[src/rtl/reaction_core.sv]
// rtl/reaction_core.sv - parametrised press-the-indicated-key reaction game engine
module reaction_core #(
   parameter int NKEYS     = 6,
   parameter int NDIG      = 2,
   parameter int START_WIN = 99,
   parameter int MIN_WIN   = 10,
   parameter int STEP      = 1,
   parameter int LIVES     = 3,
   parameter int START_KEY = 1
) (
   input  logic              clk,
   input  logic              rst,
   input  logic [NKEYS-1:0]  keys,
   output logic [1:0]        state,
   output logic [3:0]        target,
   output logic [4*NDIG-1:0] time_now,
   output logic [4*NDIG-1:0] window,
   output logic [4*NDIG-1:0] score,
   output logic [2:0]        lives,
   output logic              hit,
   output logic              miss
);
   localparam int W = 4*NDIG;

   // One spare digit so MIN_WIN+STEP may exceed the displayable range.
   function automatic logic [W+3:0] to_bcd(input int v);
      logic [W+3:0] r;
      int x;
      r = '0;
      x = v;
      for (int i = 0; i <= NDIG; i++) begin
         r[4*i +: 4] = 4'(x % 10);
         x = x / 10;
      end
      return r;
   endfunction

   function automatic logic [W-1:0] bcd_sub(input logic [W-1:0] a, input logic [W-1:0] b);
      logic [W-1:0] r;
      int d;
      int br;
      r  = '0;
      br = 0;
      for (int i = 0; i < NDIG; i++) begin
         d  = int'(a[4*i +: 4]) - int'(b[4*i +: 4]) - br;
         br = (d < 0) ? 1 : 0;
         if (d < 0) d = d + 10;
         r[4*i +: 4] = 4'(d);
      end
      return r;
   endfunction

   function automatic logic [W-1:0] bcd_inc(input logic [W-1:0] a);
      logic [W-1:0] r;
      logic c;
      r = a;
      c = 1'b1;
      for (int i = 0; i < NDIG; i++) begin
         if (c) begin
            if (r[4*i +: 4] == 4'd9) r[4*i +: 4] = 4'd0;
            else begin
               r[4*i +: 4] = r[4*i +: 4] + 4'd1;
               c = 1'b0;
            end
         end
      end
      return r;
   endfunction

   localparam logic [W+3:0] START_X  = to_bcd(START_WIN);
   localparam logic [W+3:0] MIN_X    = to_bcd(MIN_WIN);
   localparam logic [W+3:0] STEP_X   = to_bcd(STEP);
   localparam logic [W+3:0] FLOOR_X  = to_bcd(MIN_WIN + STEP);
   localparam logic [W-1:0] ALL9     = {NDIG{4'h9}};
   localparam logic [W-1:0] ONE_BCD  = W'(1);

   typedef enum logic [1:0] {S_IDLE = 2'b00, S_PLAY = 2'b01, S_OVER = 2'b10} state_t;

   state_t           cur, nxt;
   logic [NKEYS-1:0] s1, ks, kp, rise;
   logic [7:0]       lfsr;
   logic [3:0]       n_set, one, idx, base, cand;
   logic             evt, lose;
   logic [W-1:0]     win_dec, n_time, n_window, n_score;
   logic [3:0]       n_target;
   logic [2:0]       n_lives;
   logic             n_hit, n_miss;

   assign rise  = ks & ~kp;
   assign state = cur;

   // Several keys rising together decode to index 0, which never matches a target.
   always_comb begin
      n_set = '0;
      one   = '0;
      for (int i = 0; i < NKEYS; i++) begin
         if (rise[i]) begin
            n_set = n_set + 4'd1;
            one   = 4'(i + 1);
         end
      end
      evt = (n_set != 4'd0);
      idx = (n_set == 4'd1) ? one : 4'd0;
   end

   always_comb begin
      base = 4'((32'(lfsr) % 32'(NKEYS)) + 32'd1);
      cand = base;
      if (base == target) cand = (base == 4'(NKEYS)) ? 4'd1 : base + 4'd1;
   end

   assign win_dec = ({4'h0, window} >= FLOOR_X) ? bcd_sub(window, STEP_X[W-1:0]) : MIN_X[W-1:0];

   always_comb begin
      nxt      = cur;
      n_target = target;
      n_time   = time_now;
      n_window = window;
      n_score  = score;
      n_lives  = lives;
      n_hit    = 1'b0;
      n_miss   = 1'b0;
      lose     = 1'b0;
      case (cur)
         S_IDLE: begin
            if (evt && idx == 4'(START_KEY)) begin
               nxt      = S_PLAY;
               n_target = cand;
               n_time   = window;
            end
         end
         S_PLAY: begin
            if (evt && idx == target) begin
               n_score  = (score == ALL9) ? score : bcd_inc(score);
               n_window = win_dec;
               n_time   = win_dec;
               n_target = cand;
               n_hit    = 1'b1;
            end else if (evt || time_now == '0) begin
               lose = 1'b1;
            end else begin
               n_time = bcd_sub(time_now, ONE_BCD);
            end
            if (lose) begin
               n_miss  = 1'b1;
               n_lives = lives - 3'd1;
               if (lives == 3'd1) begin
                  nxt      = S_OVER;
                  n_target = 4'd0;
                  n_time   = '0;
               end else begin
                  n_target = cand;
                  n_time   = window;
               end
            end
         end
         S_OVER: begin
            if (evt && idx == 4'(START_KEY)) begin
               nxt      = S_IDLE;
               n_target = 4'd0;
               n_time   = START_X[W-1:0];
               n_window = START_X[W-1:0];
               n_score  = '0;
               n_lives  = 3'(LIVES);
            end
         end
         default: nxt = S_IDLE;
      endcase
   end

   always_ff @(posedge clk or posedge rst) begin
      if (rst) begin
         s1       <= '0;
         ks       <= '0;
         kp       <= '0;
         lfsr     <= 8'h01;
         cur      <= S_IDLE;
         target   <= 4'd0;
         time_now <= START_X[W-1:0];
         window   <= START_X[W-1:0];
         score    <= '0;
         lives    <= 3'(LIVES);
         hit      <= 1'b0;
         miss     <= 1'b0;
      end else begin
         s1       <= keys;
         ks       <= s1;
         kp       <= ks;
         lfsr     <= {lfsr[6:0], lfsr[7] ^ lfsr[5] ^ lfsr[4] ^ lfsr[3]};
         cur      <= nxt;
         target   <= n_target;
         time_now <= n_time;
         window   <= n_window;
         score    <= n_score;
         lives    <= n_lives;
         hit      <= n_hit;
         miss     <= n_miss;
      end
   end
endmodule

[config.mk]
export PLATFORM = sky130hd
export DESIGN_NAME = reaction_core
export DESIGN_NICKNAME = d
export VERILOG_FILES = /design/src/rtl/reaction_core.sv
export SDC_FILE = /design/constraint.sdc
export NUM_CORES = 1
export LEC_CHECK = 0
export CAP_MARGIN = 40
export CORE_MARGIN = 2
export CORE_UTILIZATION = 35
export CTS_CLUSTER_SIZE = 24
export DETAILED_ROUTE_END_ITERATION = 8
export PLACE_DENSITY = 0.61
export SLEW_MARGIN = 20
export SYNTH_ARGS = -nofsm -noshare
export SYNTH_HDL_FRONTEND = slang
export SYNTH_SLANG_ARGS = --single-unit
export TNS_END_PERCENT = 30
[constraint.sdc]
create_clock -name clk -period 4.15 [get_ports clk]
set_input_delay 0.83 -clock clk [delete_from_list [all_inputs] [get_ports clk]]
set_output_delay 0.83 -clock clk [all_outputs]
set_load 0.005 [all_outputs]
---- Yosys cells after proc, flatten, opt, wreduce, memory -nomap -nowiden ----
Cells that the tools add are included.
storage, ports and cells
  register bits ........................... 61
  bits of input ports ..................... 8
  output and inout bits ................... 35
  logic and storage cells ................. 138
cells by class
  add/sub/neg operators ................... 18
  divide/modulo/power cells ............... 1
  magnitude comparators ................... 5
  equality and inequality tests ........... 20
  mux-type cells .......................... 61
  bitwise logic cells ..................... 5
  reduce and logical (&&, ||, !) cells .... 15
operators with widths
  cell                                                                count
  2-to-1 mux 4 bit                                                    25
  2-to-1 mux 8 bit                                                    11
  adder 4 x 1 -> 4 bit (second input constant)                        9
  remainder unit 8 x 3 -> 32 bit (second input constant)              1
  one-hot mux 8 bit (2 select lines)                                  2
  one-hot mux 8 bit (3 select lines)                                  1
  less-than comparator 5 x 1 -> 1 bit (second input constant)         4
  adder 4 bit (second input constant)                                 4
  AND reduction 4 bit                                                 4
  != test 2 bit (second input constant)                               7
  2-to-1 mux 1 bit                                                    13
  one-hot mux 4 bit (3 select lines)                                  1
  subtractor 4 x 1 -> 5 bit                                           2
  subtractor 4 x 1 -> 5 bit (second input constant)                   2
  equality test 4 x 1 -> 1 bit (second input constant)                2
  equality test 4 bit                                                 2
  equality test 4 bit (second input constant)                         2
  equality test 8 bit (second input constant)                         1
  greater-or-equal comparator 8 x 5 -> 1 bit (second input constant)  1
  zero test 8 bit                                                     1
  2-to-1 mux 2 bit                                                    4
  bitwise AND 6 bit                                                   1
  2-to-1 mux 3 bit                                                    2
  NOT 6 bit                                                           1
  other kinds (18)                                                    22

---- Logic depth before layout (Yosys ltp) ----
Gate-level depths: netlist (run 1).
  depth in word-level cells ............... 23
  gate-level depth with buffers ........... 22
  mapped depth without buffers ............ 21

---- Worst setup path after synthesis (run 1) ----
No wires, ideal clock.
  path kind ............................... reg2reg
  start point ............................. register kp[1]
  end point ............................... register score[4]
  setup time .............................. 128 ps
  data arrival time ....................... 4469 ps
  data required time ...................... 4022 ps
  setup slack ............................. -447 ps
  stages on the path, launching flop included .. 19
  buffers on the path ..................... 1
  clock period less this slack ............ 4597 ps
  cells stage by stage .................... dfrtp_1 > or2b_2 > ha_1 > xnor2_2 > ha_1 > nand3b_1 > nand2_1 > ha_1 > nor2_1 > a31oi_1 > ha_1 > o31ai_1 > o211ai_2 > a21o_1 > a211o_2 > buf_6 > o31a_1 > nor2_2 > mux2_1
on the way
  longest elaborated chain between the ends .. 17
  elaborated cells between the ends (all ways) .. 26
  classes of those cells .................. add/sub (4); eq/ne (5); mux (11); bitwise (2); reduce/logical (4)
RTL lines
  item                                                                 line      source
  start: declaration                                                   80        logic [NKEYS-1:0] s1, ks, kp, rise;
  start signal: assignment                                             188       kp <= ks;
  NOT 6 bit (*)                                                        89        assign rise = ks & ~kp;
  bitwise AND 6 bit (*)                                                89
  2-to-1 mux 4 bit                                                     97        if (rise[i]) begin
  adder 4 x 1 -> 4 bit                                                 98        n_set = n_set + 4'd1;
  2-to-1 mux 4 bit                                                     97
  adder 4 x 1 -> 4 bit                                                 98
  2-to-1 mux 4 bit                                                     97
  adder 4 x 1 -> 4 bit                                                 98
  2-to-1 mux 4 bit                                                     97
  adder 4 x 1 -> 4 bit                                                 98
  2-to-1 mux 4 bit                                                     97
  equality test 4 x 1 -> 1 bit                                         103       idx = (n_set == 4'd1) ? one : 4'd0;
  2-to-1 mux 4 bit                                                     103
  equality test 4 bit or equality test 4 x 1 -> 1 bit (tied branches)  133, 158
  logical AND 1 bit, on equally long branches                          133, 158
  != test 2 bit (no line)                                              n/a
  AND reduction 5 bit (no line) (*)                                    n/a
  end signal: assignment                                               194       score <= n_score;
  end: declaration                                                     18        output logic [4*NDIG-1:0] score,
Every way passes the cells marked *; elsewhere a longest branch is shown, timed or not.
A chain may end at the register's enable or synchronous reset.

---- Worst setup path after layout (run 1) ----
Ends and elaborated chain as after synthesis.

==> out/metrics.csv, run 1 <==
metric,value,unit
status,"complete, but fails checks",
violations,negative setup slack,
drv_slew,0,
syn_nets,542,
yosysWarnings,0,
antenna_found_initial,0,
dieArea,14000,um^2
clockRootBuffer,clkbuf_16,
io_pins,43,
fin_total_pwr,4150,uW
drive_gt1_frac,0.213,
layout_min_cycle_time,4.20,ns
rsz0062_at_grt,true,
row_count,41,
clock.fmax,238,MHz
slowest_stage,dfrtp_1,
drtAntennaViolNets,0,
synth-edff-count,0,
critPathLaunch,kp[1],
grt_max_degree,33,
reg2reg_to,score[4],
ir_drop,0.381,mV
vias,4032,
yosys.area.top_type,dfrtp_1,
drc,0,
max_cap_violations,0,
dieWidth,118,um
yosysSeqAreaShare,0.337,
numClockSinks,61,
slew-limit-headroom,0.424,
hold_path_class,flip-flop to flip-flop,
hold_violations,0,
dp_slack,-0.147,ns
fp.coreArea,12700,um^2
cp-end-kind,flip-flop,
cts_tree,built,
antenna_cells,0,
holdPathEnd,ks[3],
arrival,4.41,ns
gr-usage-all-layers,0.164,
first_global_vias,3836,
clkSlewWorstSetupHoldPaths,0.05,ns
finClkSkew,0.00441,ns
crit_top_cell,ha_1,
final_nets,618,
reg2reg_slack,-0.05,ns
gp_congestion,0.826,
gr-total-overflow,0,
wirelength,11200,um
fin_crit_sh,1.01,
timing.final.ws_setup,-0.0517,ns
dr.pass1.iters,5,
drt_iter0_drc,230,
setup-tns-final,-0.177,ns
r2r_cells,18,
yosys-top-cells-count,"dfrtp_1 (50), inv_1 (38), nand2_1 (38), ha_1 (32), nor2_1 (28)",
p_per_area,704,nW/um^2
initial_utilization,0.361,
holdPathStages,0,
syn-cell-area,4580,um^2
drt-vias-per-instance,5.34,
cts_htree_levels,3,
cts_buffers,9,
place_area,5440,um^2
yosysUniqueCellTypes,88,
synth_seq_cells,61,
postLayoutCellArea,5900,um^2
drt-wirelength-per-cell,14.8,um
path_max_fanout,4,
syn_area_per_cell,9.12,um^2
startpoint_type,flip-flop,
required,4.36,ns
rr_startpoint,kp[1],
setup_viol,7,
clk_path_buf_depth,2,
tightest_slew,0.864,ns
synth_ff_type,dfrtp_1,
synthTopCellsByArea,"dfrtp_1 (27%), ha_1 (8.7%), dfstp_2 (6.3%)",
critPathKind,flip-flop to flip-flop,
max_stage_delay,0.36,ns
hpwl,8260,um
async_flop_share,1.00,
p_leak,0.00256,uW
grt_pass1_wl,18900,um
portBuffers,42,
final_util,0.465,
synthCells,502,
path_cells,or2b_4 > ha_4 > xnor2_4 > ha_1 > nand3b_1 > nand2_1 > ha_1 > nor2_1 > a31oi_1 > ha_2 > o31ai_4 > buf_4 > o211a_1 > nor3_1 > a211o_2 > o31a_1 > nor2_2 > mux2_4,
yosysMostFrequentCell,dfrtp_1,
insertion_delay,0.33,ns
area_growth,28.9,%
synth_top_area_frac,0.273,
hold_path.startpoint,s1[3],
die_h,118,um
## where the power goes
group          switching, uW  total, uW  internal (uW)
clock                    247        699            452
sequential               254       1060            809
combinational           1190       2390           1210
## per-stage QoR
step                      std cells  hold WS, ns
after floorplan                 502        0.331
after global placement          733        0.337
after detailed placement        733        0.337
after CTS                       751        0.348
after global routing            755        0.348
final                           755        0.348
## cell families (layout without fill, tap and decap cells)
kind of cell	Yosys count	after routing	share of synthesized area
AOI/OAI and AO/OA	132	132	0.210
xor gates and xnor gates	22	22	0.0533
adders and majority gates	32	32	0.0875
buffers and inverters	60	141	0.0596
DFF	61	61	0.337
muxes	17	17	0.0383
and+or+nand+nor	178	178	0.215
## placed cells by master (no fill, tap or decap), types with 4 or more instances in the layout
cell type and count:
dfrtp_1 50, clkdlybuf4s50_1 42, buf_4 42, nand2_1 36, inv_1 34, nor2_1 27, ha_1 27, o21ai_0 26
a21oi_1 20, nand3_1 20, nand2b_1 16, nor2b_1 14, mux2i_1 13, a31oi_1 12, xnor2_1 12, dfstp_2 11
clkbuf_16 9, nand3b_1 8, nor3_1 8, o211ai_1 7, xor2_1 6, and2b_2 4, nor3b_1 4, o22ai_1 4
a21o_1 4, nor4_1 4, a311oi_1 4, or4_1 4, ha_2 4
## worst max-delay path: cells and delay by family (launching register included)
kind | cells | cell delay, ns
buffers and inverters | 1 | 0.15
adder cells (fa/ha/maj) | 4 | 1.18
AND/OR/NAND/NOR | 6 | 0.68
multiplexers | 1 | 0.31
flip-flops | 1 | 0.36
XOR/XNOR | 1 | 0.12
AO/OA/AOI/OAI | 5 | 1.25
## per-layer routing
layer / vias up / track usage / share of wire
met3: 6 / 0.0439 / 0.046
met5: - / 0 / 0
met2: 82 / 0.262 / 0.47
li1: 1984 / - / -
met4: 0 / 0.0354 / 0.0066
met1: 1960 / 0.221 / 0.47
## state kept, by name, summed over array words and instances (netlist names)
signal    cells
miss          1
kp            6
target        4
score         8
hit           1
lfsr          8
s1            6
ks            6
window        8
time_now      8
state         2
lives         3
## worst max-delay path by stage
stage | endpoint | slack (ns) | depth (start not counted)
2_1_floorplan | score[4] | -0.17 | 18
3_3_place_gp | target[1] | -0.03 | 20
3_5_place_dp | target[1] | -0.15 | 20
4_1_cts | target[1] | -0.03 | 18
5_1_grt | score[4] | -0.23 | 18
6_report | score[4] | -0.05 | 18
## cell type report
cell class | instances | area, um^2
Timing Repair Buffer | 87 | 769
Sequential cell | 61 | 1540
Clock buffer | 15 | 278
Clock inverter | 1 | 5.00
Inverter | 38 | 146
Tap cell | 172 | 215
Fill cell | 1218 | 6770
Multi-Input combinational cell | 381 | 2940
## timing repair
item | in CTS | in global routing
pin swaps | 2 | 11
hold buffers | 0 | 0
resized for setup | 4 | 29
setup endpoints to repair | 25 | 35
buffers inserted | 2 | 4
endpoints found under the hold margin | 0 | 0
(Power assumes the default switching activity.)
==> run 2, diff against run 1 <==
--- a/config.mk
+++ b/config.mk
@@ -16,3 +16,2 @@
 export SYNTH_HDL_FRONTEND = slang
 export SYNTH_SLANG_ARGS = --single-unit
-export TNS_END_PERCENT = 30
==> constraint.sdc (replaced) <==
create_clock -name clk -period 4.15 [get_ports clk]
set_input_delay 0.415 -clock clk [delete_from_list [all_inputs] [get_ports clk]]
set_output_delay 0.415 -clock clk [all_outputs]
set_load 0.005 [all_outputs]
==> out/metrics.csv, run 2 (same netlist as run 1, synthesis figures left out) <==
metric,value,unit,change
tightest_slew,0.863,ns,-0.00129 ns
final_util,0.470,,+0.00494
multiInputGateArea,2980,um^2,+1.1%
max_cap_violations,0,,unchanged
drt-wirelength-per-cell,15.5,um,+4.5%
clock.fmax,235,MHz,-1.3%
hold_ws,0.345,ns,-0.00291 ns
status,"complete, but fails checks",,
drive_gt1_frac,0.221,,+0.00858
intPower,2450,uW,-0.60%
cp-end-kind,flip-flop,,
area_growth,30.2,%,
fp.coreArea,12700,um^2,unchanged
timing.final.ws_setup,-0.108,ns,-0.0566 ns
startpoint_type,flip-flop,,
insertion_delay,0.34,ns,about the same
clkSlewWorstSetupHoldPaths,0.06,ns,about the same
row_count,41,,unchanged
path_max_fanout,8,,+4
drt_iter0_drc,284,,+23%
clk_path_buf_depth,2,,unchanged
grt_max_degree,25,,-24%
dr.pass1.iters,4,,-1
rsz0062_at_grt,true,,
switching_share,0.422,,+0.0163
cts_buffers,9,,unchanged
layout_min_cycle_time,4.26,ns,+0.0566 ns
grt_pass1_wl,19200,um,+1.9%
io_pins,43,,unchanged
final_nets,618,,unchanged
fillers,1232,,+1.1%
antenna_cells,0,,unchanged
holdPathStages,0,,unchanged
p_leak,0.00256,uW,about the same
drt-vias-per-instance,5.40,,+1.1%
power_frac_seq,0.250,,-0.006
p_switching,1790,uW,+6.3%
gr-usage-all-layers,0.165,,+0.00137
layout_common_cells,"dfrtp_1 (50), clkdlybuf4s50_1 (42), buf_4 (40)",,
dieWidth,118,um,unchanged
clkPwrFrac,0.167,,about the same
violations,negative setup slack,,
ir_drop,0.317,mV,-17%
antenna_found_initial,0,,unchanged
initial_utilization,0.361,,unchanged
arrival,4.50,ns,+0.09 ns
fin_crit_sh,1.03,,+0.0136
finClkSkew,0.0129,ns,+0.00848 ns
wirelength,11700,um,+4.5%
drtAntennaViolNets,0,,unchanged
setup_viol,13,,+6
clockRootBuffer,clkbuf_16,,
vias,4075,,+1.1%
hpwl,8620,um,+4.4%
r2r_cells,19,,+1
gp_congestion,0.823,,-0.42%
drc,0,,unchanged
register_area,1540,um^2,unchanged
cts_tree,built,,
gr-total-overflow,0,,unchanged
dieArea,14000,um^2,unchanged
slew-limit-headroom,0.425,,+0.000859
p_per_area,712,nW/um^2,+1.1%
numClockSinks,61,,unchanged
required,4.39,ns,+0.03 ns
drv_slew,0,,unchanged
portBuffers,42,,unchanged
cts_htree_levels,3,,unchanged
critPathKind,flip-flop to flip-flop,,
hold_path_class,flip-flop to flip-flop,,
die_h,118,um,unchanged
comb_power_share,0.583,,+0.007
hold_violations,0,,unchanged
final_common_cell,dfrtp_1,,
first_global_vias,3965,,+3.4%
[run 2: cell type report]
class / instances / area share
clock inverters: 7 / 0.00966
clock buffers: 9 / 0.0378
flip-flops and latches: 61 / 0.258
multi-input cells: 381 / 0.499
well taps: 172 / 0.0361
repair buffers: 87 / 0.134
inverters: 38 / 0.0250
[run 2: what timing repair did]
item | CTS | global route
setup buffers | 1 | 9
hold buffers | 0 | 0
gates resized for setup | 3 | 37
pin swaps | 8 | 22
setup endpoints to repair | 24 | 34
[run 2: routing by layer]
layer  share of wire  track usage  routed length (um)  vias to the layer above
li1                -            -                   -                     1986
met1            0.47        0.220                5510                     2001
met2            0.49        0.276                5740                       78
met3           0.028       0.0285                 323                       10
met4           0.011       0.0459                 124                        0
met5               0            0                   0                        -
[run 2: worst paths after layout]
path	slack, ns	from	end
setup / recovery	-0.11	kp[1]	time_now[6]
setup reg to reg	-0.11	kp[1]	time_now[6]
hold reg to reg	0.34	s1[3]	ks[3]
min in group asynchronous	0.40	rst	lfsr[4]
hold / removal	0.34	s1[3]	ks[3]
max in group asynchronous	2.86	rst	time_now[4]
[run 2: power by group through the flow]
stage | combinational [uW] | sequential [uW] | clock [uW]
after floorplan | 1470 | 992 | 0
after CTS | 2250 | 1060 | 726
final | 2470 | 1060 | 710
after detailed placement | 2240 | 1070 | 0
after global placement | 2180 | 1060 | 0
after global routing | 2720 | 1090 | 753
[run 2: critical path, cell delays in order (launching register included)]
cell and delay, ns:
dfrtp_1 0.36, or2b_4 0.28, ha_4 0.32, xnor2_4 0.14, ha_4 0.22, nand3b_1 0.09
nand2_1 0.09, ha_4 0.28, nor2_1 0.03, a31oi_1 0.22, ha_2 0.34, a211oi_2 0.26
o211ai_2 0.17, a21o_1 0.20, a211o_4 0.36, buf_8 0.15, buf_4 0.13, mux2i_2 0.18
nand4_1 0.12, a31oi_1 0.23
[run 2: per-stage QoR]
stage	worst slack [ns]	TNS [ns]	instance area, um^2	power, uW	std cells
6_report	-0.108	-0.796	5960	4250	755
5_1_grt	-0.329	-6.60	5960	4570	755
4_1_cts	-0.00997	-0.0162	5720	4040	746
3_5_place_dp	-0.140	-1.61	5430	3300	729
3_3_place_gp	-0.0259	-0.0639	5400	3240	728
2_1_floorplan	-0.172	-0.373	4640	2470	502
==> run 3, diff against run 2 <==
CORE_UTILIZATION = 53   (was 35)
GPL_TIMING_DRIVEN = 0   (was not set)
PLACE_DENSITY = 0.84   (was 0.61)
SLEW_MARGIN = 15   (was 20)
==> out/metrics.csv, run 3 (same netlist as run 1, synthesis figures left out) <==
metric,value,unit,change
cp.buffers_inverters,0,,-2
ir_drop,0.422,mV,+33%
area_growth,33.1,%,
die_h,96.9,um,-18%
cts_tree,built,,
dieWidth,96.9,um,-18%
dpl.cell_count,649,,-11%
max_stage_delay,0.38,ns,+0.02 ns
layout_min_cycle_time,4.35,ns,+0.0936 ns
crit_top_cell,ha_4,,
clock.fmax,230,MHz,-2.2%
hpwl,7830,um,-9.1%
cp-end-kind,flip-flop,,
p_per_area,714,nW/um^2,+0.25%
violations,negative setup slack,,
io_pins,43,,unchanged
path_max_fanout,5,,-3
finalNonFillerCells,702,,-7.0%
row_count,33,,-20%
required,4.38,ns,about the same
final_common_cell,dfrtp_1,,
critPathKind,flip-flop to flip-flop,,
clockRootBuffer,clkbuf_8,,
reg2reg_to,score[4],,
reg2reg_slack,-0.20,ns,-0.09 ns
final_util,0.734,,+0.263
clk_path_buf_depth,2,,unchanged
fin_crit_sh,1.05,,+0.0225
wirelength,12600,um,+8.0%
gp_congestion,0.913,,+11%
drv_slew,0,,unchanged
rsz0062_at_grt,true,,
drt_iter0_drc,300,,+5.6%
status,"complete, but fails checks",,
hold_violations,0,,unchanged
holdPathStages,0,,unchanged
drtAntennaViolNets,0,,unchanged
antenna_found_initial,0,,unchanged
final_nets,632,,+2.3%
portBuffers,42,,unchanged
p_leak,0.00261,uW,+2.1%
cts_htree_levels,3,,unchanged
met1_usage,0.323,,+0.103
clkSlewWorstSetupHoldPaths,0.07,ns,about the same
finClkSkew,0.00936,ns,-0.00354 ns
drt-vias-per-instance,6.24,,+16%
fillers,546,,-56%
dr.pass1.iters,5,,+1
grt_max_degree,62,,+150%
dieArea,9400,um^2,-33%
drive_gt1_frac,0.258,,+0.0367
insertion_delay,0.34,ns,about the same
holdPathEnd,ks[1],,
setup_viol,28,,+15
hold_ws,0.348,ns,+0.00361 ns
hold_path_class,flip-flop to flip-flop,,
timing.final.ws_setup,-0.202,ns,-0.0936 ns
met3_usage,0.0462,,+0.0178
drt-wirelength-per-cell,18.0,um,+16%
cp_top_family,compound AO/OA/AOI/OAI gates,,
fin_total_pwr,4350,uW,+2.4%
fp.coreArea,8300,um^2,-35%
use_met2,0.423,,+0.147
gr-usage-all-layers,0.255,,+0.0903
arrival,4.58,ns,+0.08 ns
path_cells,or2b_4 > ha_4 > xnor2_4 > ha_1 > nand3b_1 > nand2_2 > ha_4 > nor2_2 > a31oi_4 > ha_4 > a211oi_4 > o211ai_4 > a21o_1 > a211o_4 > o31a_1 > nor2_2 > mux2_4,,
drc,0,,unchanged
r2r_cells,17,,-2
tightest_slew,0.754,ns,-0.109 ns
numClockSinks,61,,unchanged
slew-limit-headroom,0.497,,+0.0725
top_usage_layer,met2,,
gr-total-overflow,0,,unchanged
startpoint_type,flip-flop,,
grt_pass1_wl,20100,um,+4.2%
slowest_stage,a211o_4,,
rr_startpoint,kp[1],,
layout_common_cells,"dfrtp_1 (50), clkdlybuf4s50_1 (43), buf_4 (36)",,
initial_utilization,0.551,,+0.190
dp_slack,-0.818,ns,-0.678 ns
vias,4378,,+7.4%
first_global_vias,4324,,+9.1%
path_depth,17,,-2
cts_buffers,9,,unchanged
antenna_cells,0,,unchanged
hold_path.startpoint,s1[1],,
max_cap_violations,0,,unchanged
==> run 3: power breakdown <==
| part | internal [uW] | leakage, uW | switching, uW |
|---|---|---|---|
| clock | 388 | 0.000116 | 241 |
| combinational | 1280 | 0.00177 | 1390 |
| sequential | 807 | 0.000733 | 237 |
| total | 2480 | 0.00261 | 1870 |
==> run 3: layer usage <==
layer	wire length [um]	share of wire
met1	5370	0.43
met4	421	0.033
met2	6250	0.49
met5	0	0
met3	590	0.047
==> run 3: per-stage QoR <==
step           setup TNS [ns]  area, um^2
2_1_floorplan          -0.373        4640
3_5_place_dp           -15.46        5190
6_report                -3.12        6090
4_1_cts                 -1.25        5810
3_3_place_gp           -10.92        5190
5_1_grt                 -7.68        6090
==> run 3: area by class of cell <==
cell class	instances	area [um^2]	area share
timing repair buffer	80	731	0.120
clock buffer	13	169	0.0277
sequential	61	1540	0.253
buffer	21	151	0.0249
clock inverter	3	67.6	0.0111
multi-input combinational	381	3150	0.517
tap	105	131	0.0216
inverter	38	149	0.0244
==> run 3: what timing repair did <==
action / in CTS / in global routing
endpoints found under the hold margin: 0 / 0
setup buffers: 28 / 9
setup endpoints to repair: 35 / 35
hold buffers: 0 / 0
pin swaps: 28 / 38
gates resized for setup: 34 / 44
==> run 3: worst max-delay path by stage <==
stage / slack, ns / start / endpoint
final: -0.20 / kp[1] / score[4]
after global routing: -0.34 / ks[1] / score[4]
after CTS: -0.15 / kp[1] / score[4]
after detailed placement: -0.82 / ks[0] / score[7]
after global placement: -0.62 / kp[0] / score[7]
after floorplan: -0.17 / kp[1] / score[4]
